`src/rtl/rptr_empty_level.sv`:
```
// Read-domain pointer/status block for an async FIFO: binary+Gray read pointer, write-pointer
// synchroniser, registered empty/level/almost-empty. Define RPTR_EMPTY_UNDERFLOW_EN for sticky underflow.
module rptr_empty_level #(
  parameter int ADDR_W      = 4,
  parameter int SYNC_STAGES = 2
) (
  input  logic              i_clk,
  input  logic              i_rst,
  input  logic              i_inc,
  input  logic [ADDR_W:0]   i_writePtrAsync,
  input  logic [ADDR_W:0]   i_aeThresh,
  input  logic              i_clrErr,
  output logic [ADDR_W:0]   o_readPtr,
  output logic [ADDR_W-1:0] o_readAddr,
  output logic              o_empty,
  output logic              o_almostEmpty,
  output logic [ADDR_W:0]   o_level,
  output logic              o_underflow
);

  localparam int PW = ADDR_W + 1;

  logic [SYNC_STAGES-1:0][PW-1:0] sync_q;
  logic [PW-1:0] sync_wptr;
  logic [PW-1:0] w_bin;

  logic [PW-1:0] counter_q;
  logic [PW-1:0] counter_next;
  logic [PW-1:0] gray_q;
  logic [PW-1:0] gray_next;
  logic [PW-1:0] level_q;
  logic [PW-1:0] level_next;
  logic          empty_q;
  logic          empty_next;
  logic          almost_empty_q;
  logic          almost_empty_next;
  logic          pop;

  // Plain flop chain: nothing may sit between stages or metastability settling time is lost.
  always_ff @(posedge i_clk or posedge i_rst) begin
    if (i_rst) begin
      sync_q <= '0;
    end else begin
      sync_q[0] <= i_writePtrAsync;
      for (int i = 1; i < SYNC_STAGES; i++) begin
        sync_q[i] <= sync_q[i-1];
      end
    end
  end

  assign sync_wptr = sync_q[SYNC_STAGES-1];

  genvar gi;
  generate
    for (gi = 0; gi < PW; gi++) begin : g_gray2bin
      assign w_bin[gi] = ^sync_wptr[PW-1:gi];
    end
  endgenerate

  assign pop          = i_inc && !empty_q;
  assign counter_next = counter_q + {{ADDR_W{1'b0}}, pop};
  assign gray_next    = (counter_next >> 1) ^ counter_next;

  // Status is built from the post-pop counter so a pop is reflected on the same edge.
  assign level_next        = w_bin - counter_next;
  assign empty_next        = (gray_next == sync_wptr);
  assign almost_empty_next = (level_next <= i_aeThresh);

  always_ff @(posedge i_clk or posedge i_rst) begin
    if (i_rst) begin
      counter_q      <= '0;
      gray_q         <= '0;
      level_q        <= '0;
      empty_q        <= 1'b1;
      almost_empty_q <= 1'b1;
    end else begin
      counter_q      <= counter_next;
      gray_q         <= gray_next;
      level_q        <= level_next;
      empty_q        <= empty_next;
      almost_empty_q <= almost_empty_next;
    end
  end

  assign o_readPtr     = gray_q;
  assign o_readAddr    = counter_q[ADDR_W-1:0];
  assign o_empty       = empty_q;
  assign o_almostEmpty = almost_empty_q;
  assign o_level       = level_q;

`ifdef RPTR_EMPTY_UNDERFLOW_EN
  logic underflow_q;

  // A new underflow takes priority over a clear arriving in the same cycle.
  always_ff @(posedge i_clk or posedge i_rst) begin
    if (i_rst) begin
      underflow_q <= 1'b0;
    end else if (i_inc && empty_q) begin
      underflow_q <= 1'b1;
    end else if (i_clrErr) begin
      underflow_q <= 1'b0;
    end
  end

  assign o_underflow = underflow_q;
`else
  logic unused_clr_err;
  assign unused_clr_err = i_clrErr;
  assign o_underflow    = 1'b0;
`endif

endmodule

```
`config.mk`:
```
export PLATFORM = sky130hd
export DESIGN_NAME = rptr_empty_level
export DESIGN_NICKNAME = d
export VERILOG_FILES = /design/src/rtl/rptr_empty_level.sv
export SDC_FILE = /design/constraint.sdc
export NUM_CORES = 1
export LEC_CHECK = 0
export ABC_AREA = 1
export CELL_PAD_IN_SITES_DETAIL_PLACEMENT = 1
export CELL_PAD_IN_SITES_GLOBAL_PLACEMENT = 1
export CORE_MARGIN = 5
export CORE_UTILIZATION = 39
export DETAILED_ROUTE_END_ITERATION = 10
export PLACE_DENSITY = 0.81
export SYNTH_ARGS = -nofsm -noshare
export SYNTH_HDL_FRONTEND = slang
export SYNTH_SLANG_ARGS = --single-unit
export TNS_END_PERCENT = 50
```
`constraint.sdc`:
```
create_clock -name i_clk -period 5 [get_ports i_clk]
set_clock_uncertainty 0.1 [all_clocks]
set_input_delay 0.75 -clock i_clk [delete_from_list [all_inputs] [get_ports i_clk]]
set_output_delay 0.75 -clock i_clk [all_outputs]
set_load 0.03 [all_outputs]
```
==> impl_metrics.json, run 1 <==
{
  "initial_utilization_pct": 39.8,
  "powerDensity_nw_per_um2": 685,
  "route.vias.total": 1023,
  "gp_congestion": 0.849,
  "path_max_fanout": 4,
  "core-area_sq_um": 3310,
  "cts_made_buffers": 3,
  "drive_above_1_share_pct": 6.25,
  "grt_pass1_vias": 1106,
  "hold_viol": 0,
  "die_y_um": 68.1,
  "drv_slew": 0,
  "grtUsageTotal_pct": 14.2,
  "max_cap_viol_count": 0,
  "synth_fp_nets": 170,
  "grt_pass1_wl_mm": 4.87,
  "die_area_sq_um": 4640,
  "diodes": 0,
  "cts_tree": "built",
  "fin_nets": 202,
  "critical_path_class": "in -> reg",
  "setup_viol": 0,
  "layout_min_cycle_time_ns": 3.49,
  "critical-path-top-delay-family": "adder cells",
  "clock_latency_ns": 0.33,
  "cts_resized": 0,
  "worstHoldPathType": "reg -> reg",
  "pin_count": 31,
  "tightest_slew_ns": 0.960,
  "io_buffers": 28,
  "cts_hold_buffers": 0,
  "cts_setup_buffers": 0,
  "grt_max_degree": 27,
  "drtPass1Iterations": 4,
  "cts_root_buf": "clkbuf_4",
  "htree_levels": 1,
  "path_depth": 15,
  "dp_slack_ns": 1.17,
  "drc_errors": 0,
  "cp_slowest_stage_delay_ns": 0.52,
  "worst_path_max_delay_cell": "clkdlybuf4s50_1",
  "clkTransAtPathRegs_ns": 0.15,
  "cp.arrival_ns": 3.65,
  "synth.distinct_cells": 19,
  "totalNegativeSetupSlack_ns": 0,
  "synth_area_sq_um": 1320,
  "drt-initial-drc-count": 20,
  "hpwl_mm": 2.37,
  "vdd_drop_max_uv": 248,
  "clkSinkCount": 26,
  "startpoint_type": "input pin",
  "synth_cells": 145,
  "cp.required_ns": 5.16,
  "overflow": 0,
  "min_path_cells": 0,
  "ant_nets": 0,
  "fin_crit_sh_pct": 69.7,
  "reg2reg_slack_ns": 1.90,
  "area_growth_pct": 29.1,
  "path_cells": "clkdlybuf4s50_1 > nand3_1 > inv_1 > ha_1 > inv_1 > nand2_1 > nand2_1 > ha_1 > nand2_1 > o21ai_0 > xor2_1 > ha_1 > a21oi_1 > o221ai_1 > o21ai_0",
  "antenna_found_initial": 0,
  "fmax_mhz": 287,
  "rows": 21,
  "clockBufferDepth": 2,
  "nFillCells": 411,
  "cp.buffers_inverters": 3,
  "synthesis.area_per_instance_sq_um": 9.08,
  "rr_worst_depth": 11,
  "wl_per_cell_um": 12.9,
  "synth_seq_cells": 26,
  "fin_ws_ns": 1.51,
  "vias_per_cell": 4.61,
  "rsz0062_at_grt": "false",
  "p_leak_nw": 0.870,
  "dieWidth_um": 68.1,
  "finalPower_mw": 1.16,
  "ys_seq_area_share_pct": 49.6,
  "crit_path_end_kind": "register",
  "final_common_cell": "nand2_1",
  "synth_warnings": 0,
  "wl_mm": 2.87,
  "status": "finished clean",
  "layout_common_cells": "nand2_1, clkdlybuf4s50_1, inv_1",
  "max_slew_margin_pct": 35.9
}
==> final timing paths <==
path,startpoint,end
max,i_inc,o_almostEmpty$_DFF_PP1_
min,sync_q[1]$_DFF_PP0_,sync_wptr[1]$_DFF_PP0_
max reg2reg,sync_wptr[4]$_DFF_PP0_,o_almostEmpty$_DFF_PP1_
min reg2reg,sync_q[1]$_DFF_PP0_,sync_wptr[1]$_DFF_PP0_
max in group asynchronous,i_rst,o_level[1]$_DFF_PP0_
min in group asynchronous,i_rst,o_readPtr[1]$_DFF_PP0_
==> power by group <==
part | internal, mW | leakage, nW | switching [mW]
sequential | 0.284 | 0.304 | 0.0424
clock | 0.0812 | 0.0279 | 0.0658
combinational | 0.267 | 0.538 | 0.423
total | 0.632 | 0.870 | 0.531
==> final cells by class <==
class                           instances  area [sq um]  area share [%]
Multi-Input combinational cell         91           554            32.6
Inverter                               27           101            5.96
Clock inverter                          1          30.0            1.77
Clock buffer                            3          22.5            1.33
Sequential cell                        26           653            38.4
Tap cell                               46          57.6            3.39
Timing Repair Buffer                   28           280            16.5
==> cell usage after synthesis <==
cell	instances	share of area, %
a21oi_1	4	1.5
buf_4	1	0.57
conb_1	1	0.28
dfrtp_1	24	46
dfstp_2	2	4.0
fa_1	1	1.5
ha_1	10	9.5
inv_1	26	7.4
inv_2	1	0.28
nand2_1	45	13
nand3_1	9	3.4
nand3_2	1	0.76
nand4_1	2	0.95
nor2_1	4	1.1
o21ai_0	3	1.1
o221ai_1	1	0.67
xnor2_1	3	2.0
xor2_1	4	2.7
xor2_2	3	3.7
==> logic make-up after synthesis <==
kind of cell / count (synthesis) / synth area share (%)
xor gates and xnor gates: 10 / 8.37
adders and majority gates: 11 / 11.0
buffers and inverters: 28 / 8.27
and+or+nand+nor: 61 / 19.1
AOI/OAI and AO/OA: 8 / 3.33
other: 1 / 0.285
DFF: 26 / 49.6
==> worst reg2reg max path, cell delays in order (launching register included) <==
cell and delay, ns:
dfrtp_1 0.45, xor2_2 0.23, xor2_2 0.27, xor2_1 0.11, ha_1 0.25, fa_1 0.43
o21ai_0 0.26, xor2_1 0.25, ha_1 0.30, a21oi_1 0.15, o221ai_1 0.13, o21ai_0 0.10
==> flip-flops by register name, summed over array words and instances (netlist names) <==
register       count
o_empty            1
sync_q             5
counter_q          5
o_almostEmpty      1
sync_wptr          5
o_readPtr          4
o_level            5
==> per-stage QoR <==
| stage | utilization [%] | hold WS, ns | instances | cell area [sq um] |
|---|---|---|---|---|
| 2_1_floorplan | - | 0.231 | 145 | 1320 |
| 3_5_place_dp | 49.7 | 0.240 | 218 | 1650 |
| 6_report | 51.3 | 0.258 | 222 | 1700 |
| 4_1_cts | 51.3 | 0.263 | 222 | 1700 |
| 5_1_grt | 51.3 | 0.273 | 222 | 1700 |
| 3_3_place_gp | 49.7 | 0.232 | 218 | 1650 |
==> routing by layer <==
metal | vias to the layer above | track usage (%) | part of all wire (%)
met3 | 2 | 2.46 | 3.4
met5 | - | 0 | 0
met1 | 503 | 15.7 | 40
li1 | 499 | - | -
met4 | 0 | 4.47 | 0.84
met2 | 19 | 27.1 | 55
Power figures use the tool's default switching activity.
==> run 2: changes to the inputs <==
CORE_UTILIZATION = 36   (was 39)
PLACE_DENSITY = 0.75   (was 0.81)
clock period = 3.3 ns   (was 5 ns; I/O delays follow)
==> impl_metrics.json, run 2 (synthesis gave the netlist of run 1 again) <==
{
  "dieWidth_um": 70.5,
  "multi_input_area_sq_um": 567,
  "drt-initial-drc-count": 25,
  "antenna_found_initial": 0,
  "clockBufferDepth": 2,
  "clock_latency_ns": 0.27,
  "rows": 22,
  "regArea_sq_um": 653,
  "max_slew_margin_pct": 37.4,
  "cts_tree": "built",
  "die_y_um": 70.5,
  "cp.arrival_ns": 3.18,
  "ant_nets": 0,
  "grt_pass1_vias": 1114,
  "die_area_sq_um": 4970,
  "worstHoldPathType": "reg -> reg",
  "wl_mm": 2.99,
  "nFillCells": 429,
  "io_buffers": 28,
  "grt_max_degree": 27,
  "grt_pass1_wl_mm": 5.09,
  "cp.required_ns": 3.39,
  "critical_path_class": "reg -> reg",
  "drive_above_1_share_pct": 9.39,
  "area_growth_pct": 34.5,
  "final_cell_area_sq_um": 1770,
  "wl_met3_um": 80,
  "core-area_sq_um": 3610,
  "drc_errors": 0,
  "clkSinkCount": 26,
  "clkTransAtPathRegs_ns": 0.09,
  "grtUsageTotal_pct": 12.7,
  "cts_setup_buffers": 0,
  "overflow": 0,
  "met2_length_mm": 1.69,
  "pin_count": 31,
  "initial_utilization_pct": 36.5,
  "wl_per_cell_um": 13.1,
  "status": "finished clean",
  "max_cap_viol_count": 0,
  "tightest_slew_ns": 0.939,
  "crit_path_end_kind": "register",
  "powerDensity_nw_per_um2": 1040,
  "htree_levels": 1,
  "m1WireLength_mm": 1.18,
  "gp_congestion": 0.785,
  "drtPass1Iterations": 4,
  "fin_crit_sh_pct": 93.7,
  "fin_nets": 207,
  "final_common_cell": "nand2_1",
  "cts_made_buffers": 3,
  "fmax_mhz": 323,
  "rsz0062_at_grt": "false",
  "finalCoreUtilization_pct": 49.1,
  "path_max_fanout": 3,
  "hold_viol": 0,
  "layout_common_cells": "nand2_1, clkdlybuf4s50_1, inv_1",
  "setup_viol": 0,
  "drv_slew": 0,
  "cts_root_buf": "clkbuf_8",
  "highest_layer": "met4",
  "vdd_drop_max_uv": 309,
  "route.vias.total": 1044,
  "vias_per_cell": 4.56,
  "p_leak_nw": 0.902,
  "diodes": 0,
  "startpoint_type": "register",
  "layout_min_cycle_time_ns": 3.09,
  "placedInstanceArea_sq_um": 1690,
  "hpwl_mm": 2.52
}
==> run 2: area by class of cell <==
cell class	instances	share of cell area, %
well taps	48	3.39
multi-input cells	91	32.0
flip-flops and latches	26	36.9
clock buffers	3	2.33
inverters	27	5.72
clock inverters	1	1.70
repair buffers	33	18.0
==> run 2: report_power, final <==
| group | internal [mW] | switching, mW | leakage, nW |
|---|---|---|---|
| logic | 0.439 | 0.649 | 0.562 |
| clock network | 0.162 | 0.0997 | 0.0357 |
| registers | 0.432 | 0.0662 | 0.304 |
==> run 2: path summary, 6_finish.rpt <==
check	slack, ns	cells past startpoint	start	end
max	0.21	11	sync_wptr[4]$_DFF_PP0_	o_almostEmpty$_DFF_PP1_
min	0.26	0	sync_q[2]$_DFF_PP0_	sync_wptr[2]$_DFF_PP0_
max reg2reg	0.21	11	sync_wptr[4]$_DFF_PP0_	o_almostEmpty$_DFF_PP1_
min reg2reg	0.26	0	sync_q[2]$_DFF_PP0_	sync_wptr[2]$_DFF_PP0_
max in group asynchronous	1.90	2	i_rst	o_level[3]$_DFF_PP0_
min in group asynchronous	0.63	2	i_rst	counter_q[4]$_DFF_PP0_
==> run 2: through the flow <==
stage | TNS, ns | cells | setup slack (ns) | total power [mW] | hold slack [ns]
after floorplan | 0 | 145 | 0.527 | 1.18 | 0.231
after global placement | 0 | 225 | 0.124 | 1.52 | 0.232
after detailed placement | -0.104 | 225 | -0.104 | 1.59 | 0.239
after CTS | 0 | 229 | 0.187 | 1.85 | 0.260
after global routing | 0 | 229 | 0.0443 | 2.01 | 0.265
final | 0 | 229 | 0.209 | 1.85 | 0.256
==> run 2: timing repair <==
item                                    CTS  global route
hold buffers                              0             0
endpoints found under the setup margin    0             1
gates resized for setup                   0             1
==> run 2: per-layer routing <==
layer / vias to the layer above / global-route usage (%)
li1: 514 / -
met1: 511 / 15.3
met2: 15 / 23.3
met3: 4 / 1.73
met4: 0 / 3.62
met5: - / 0
==> run 2: worst max-delay path, cell delays in order, from the launching register on <==
cell	delay, ns
dfrtp_1	0.43
xor2_2	0.26
xor2_2	0.32
xor2_1	0.12
ha_1	0.25
fa_1	0.41
o21ai_0	0.22
xor2_1	0.25
ha_1	0.31
a21oi_1	0.13
o221ai_1	0.11
o21ai_0	0.09
==> run 3: changes to the inputs <==
CTS_BUF_LIST = sky130_fd_sc_hd__clkbuf_4 sky130_fd_sc_hd__clkbuf_8 sky130_fd_sc_hd__clkbuf_16   (was default)
CTS_CLUSTER_SIZE = 20   (was default)
PLACE_DENSITY = default   (was 0.75)
PLACE_DENSITY_LB_ADDON = 0.1   (was default)
==> impl_metrics.json, run 3 (synthesis gave the netlist of run 1 again) <==
{
  "path_cells": "clkdlybuf4s50_1 > nand3_2 > inv_1 > ha_1 > inv_1 > nand2_1 > nand2_1 > ha_1 > a21oi_1 > o21ai_0 > xor2_1 > ha_1 > nand4_1 > o221ai_1 > o21ai_0",
  "grtUsageMet1_pct": 15.1,
  "area_growth_pct": 35.1,
  "final_common_cell": "nand2_1",
  "fmax_mhz": 327,
  "path_depth": 15,
  "hold_viol": 0,
  "p_leak_nw": 0.914,
  "grt_pass1_vias": 1199,
  "pin_count": 31,
  "clock_latency_ns": 0.27,
  "critical_path_class": "in -> reg",
  "drt-initial-drc-count": 26,
  "p_sw_share_pct": 44.0,
  "wl_per_cell_um": 12.8,
  "antenna_found_initial": 0,
  "startpoint_type": "input pin",
  "cp_slowest_stage_delay_ns": 0.51,
  "critical-path-top-delay-family": "adder cells",
  "rows": 22,
  "grt_use_met2_pct": 24.1,
  "grt_max_degree": 27,
  "tightest_slew_ns": 0.967,
  "placedInstanceArea_sq_um": 1690,
  "status": "finished clean",
  "clkTransAtPathRegs_ns": 0.09,
  "diodes": 0,
  "clockBufferDepth": 2,
  "whs_ns": 0.255,
  "max_cap_viol_count": 0,
  "cts_hold_buffers": 0,
  "crit_top_cell": "ha_1",
  "top_usage_layer": "met2",
  "dieWidth_um": 70.5,
  "drtPass1Iterations": 4,
  "crit_path_start": "i_inc",
  "final_cell_area_sq_um": 1780,
  "worst_path_max_delay_cell": "clkdlybuf4s50_1",
  "path_max_fanout": 4,
  "grt_pass1_wl_mm": 5.28,
  "cp.required_ns": 3.39,
  "crit_path_end": "o_almostEmpty$_DFF_PP1_",
  "cts_made_buffers": 3,
  "ant_nets": 0,
  "layout_common_cells": "nand2_1, clkdlybuf4s50_1, inv_1",
  "layout_min_cycle_time_ns": 3.06,
  "overflow": 0,
  "crit_path_end_kind": "register",
  "cts_root_buf": "clkbuf_8",
  "multi_input_area_sq_um": 559,
  "die_y_um": 70.5,
  "p_seq_share_pct": 26.2,
  "rr_endpoint": "o_almostEmpty$_DFF_PP1_",
  "max_slew_margin_pct": 35.4,
  "internal_power_mw": 1.06,
  "fin_crit_sh_pct": 92.7,
  "p_switching_mw": 0.834,
  "totalNegativeSetupSlack_ns": 0,
  "gp_congestion": 0.816,
  "vias_per_cell": 4.53,
  "drv_slew": 0,
  "vdd_drop_max_uv": 612,
  "p_comb_share_pct": 59.8,
  "nFillCells": 443,
  "timing.rr.start": "sync_wptr[4]$_DFF_PP0_",
  "finalCoreUtilization_pct": 49.3,
  "hpwl_mm": 2.43,
  "core-area_sq_um": 3610,
  "grtUsageTotal_pct": 12.9,
  "htree_levels": 1,
  "worstHoldPathType": "reg -> reg",
  "route.vias.total": 1046,
  "cts_tree": "built",
  "rr_worst_depth": 11,
  "fin_nets": 209,
  "clkSinkCount": 26,
  "p_clk_share_pct": 14.0,
  "io_buffers": 28,
  "die_area_sq_um": 4970,
  "powerDensity_nw_per_um2": 1070,
  "regArea_sq_um": 653,
  "wl_mm": 2.95,
  "drive_above_1_share_pct": 10.4,
  "reg2reg_slack_ns": 0.34,
  "setup_viol": 0,
  "grt_use_met3_pct": 1.58,
  "drc_errors": 0,
  "rsz0062_at_grt": "false",
  "cp.buffers_inverters": 3,
  "cp.arrival_ns": 3.15,
  "initial_utilization_pct": 36.5
}
[run 3: cell count changes in the layout (fill, tap and decap cells not counted), sizes merged]
cell	delta
buf	+2
[run 3: per-stage QoR]
stage	instances	setup WS, ns	total power, mW
floorplan	145	0.527	1.18
global placement	226	0.0307	1.56
detailed placement	226	-0.101	1.62
CTS	230	0.144	1.89
global route	231	0.00866	2.06
finish	231	0.240	1.90
[run 3: layer usage]
layer,part of all wire (%),vias up
li1,-,515
met1,42,506
met2,53,21
met3,3.1,4
met4,1.5,0
met5,0,-
[run 3: worst reg2reg max path: cells and delay by family, from the launching register on]
family / cells / cell delay [ns]
adders and majority gates: 3 / 0.95
xor gates and xnor gates: 4 / 0.86
AOI/OAI and AO/OA: 4 / 0.54
DFF: 1 / 0.43
[run 3: timing repair]
item | 4_1_cts | 5_1_grt
gates resized for setup | 0 | 2
buffers inserted | 0 | 1
endpoints found under the setup margin | 0 | 1
[run 3: how the worst min path moves through the flow]
stage	from	to	slack, ns	cells past startpoint
after floorplan	sync_q[0]$_DFF_PP0_	sync_wptr[0]$_DFF_PP0_	0.23	0
after global placement	sync_q[2]$_DFF_PP0_	sync_wptr[2]$_DFF_PP0_	0.23	0
after detailed placement	sync_q[3]$_DFF_PP0_	sync_wptr[3]$_DFF_PP0_	0.24	0
after CTS	sync_q[3]$_DFF_PP0_	sync_wptr[3]$_DFF_PP0_	0.26	0
after global routing	sync_q[1]$_DFF_PP0_	sync_wptr[1]$_DFF_PP0_	0.26	0
final	sync_q[3]$_DFF_PP0_	sync_wptr[3]$_DFF_PP0_	0.25	0
[run 3: cell type report]
class | count | area share [%]
clock inverters | 1 | 1.69
well taps | 48 | 3.38
inverters | 27 | 5.70
repair buffers | 35 | 18.7
multi-input cells | 91 | 31.5
clock buffers | 3 | 2.32
flip-flops and latches | 26 | 36.7
[run 3: power groups by stage]
stage	clock (mW)	combinational (mW)	sequential (mW)
2_1_floorplan	0	0.495	0.687
3_3_place_gp	0	1.06	0.498
3_5_place_dp	0	1.11	0.505
4_1_cts	0.273	1.12	0.499
5_1_grt	0.286	1.27	0.511
6_report	0.265	1.13	0.497
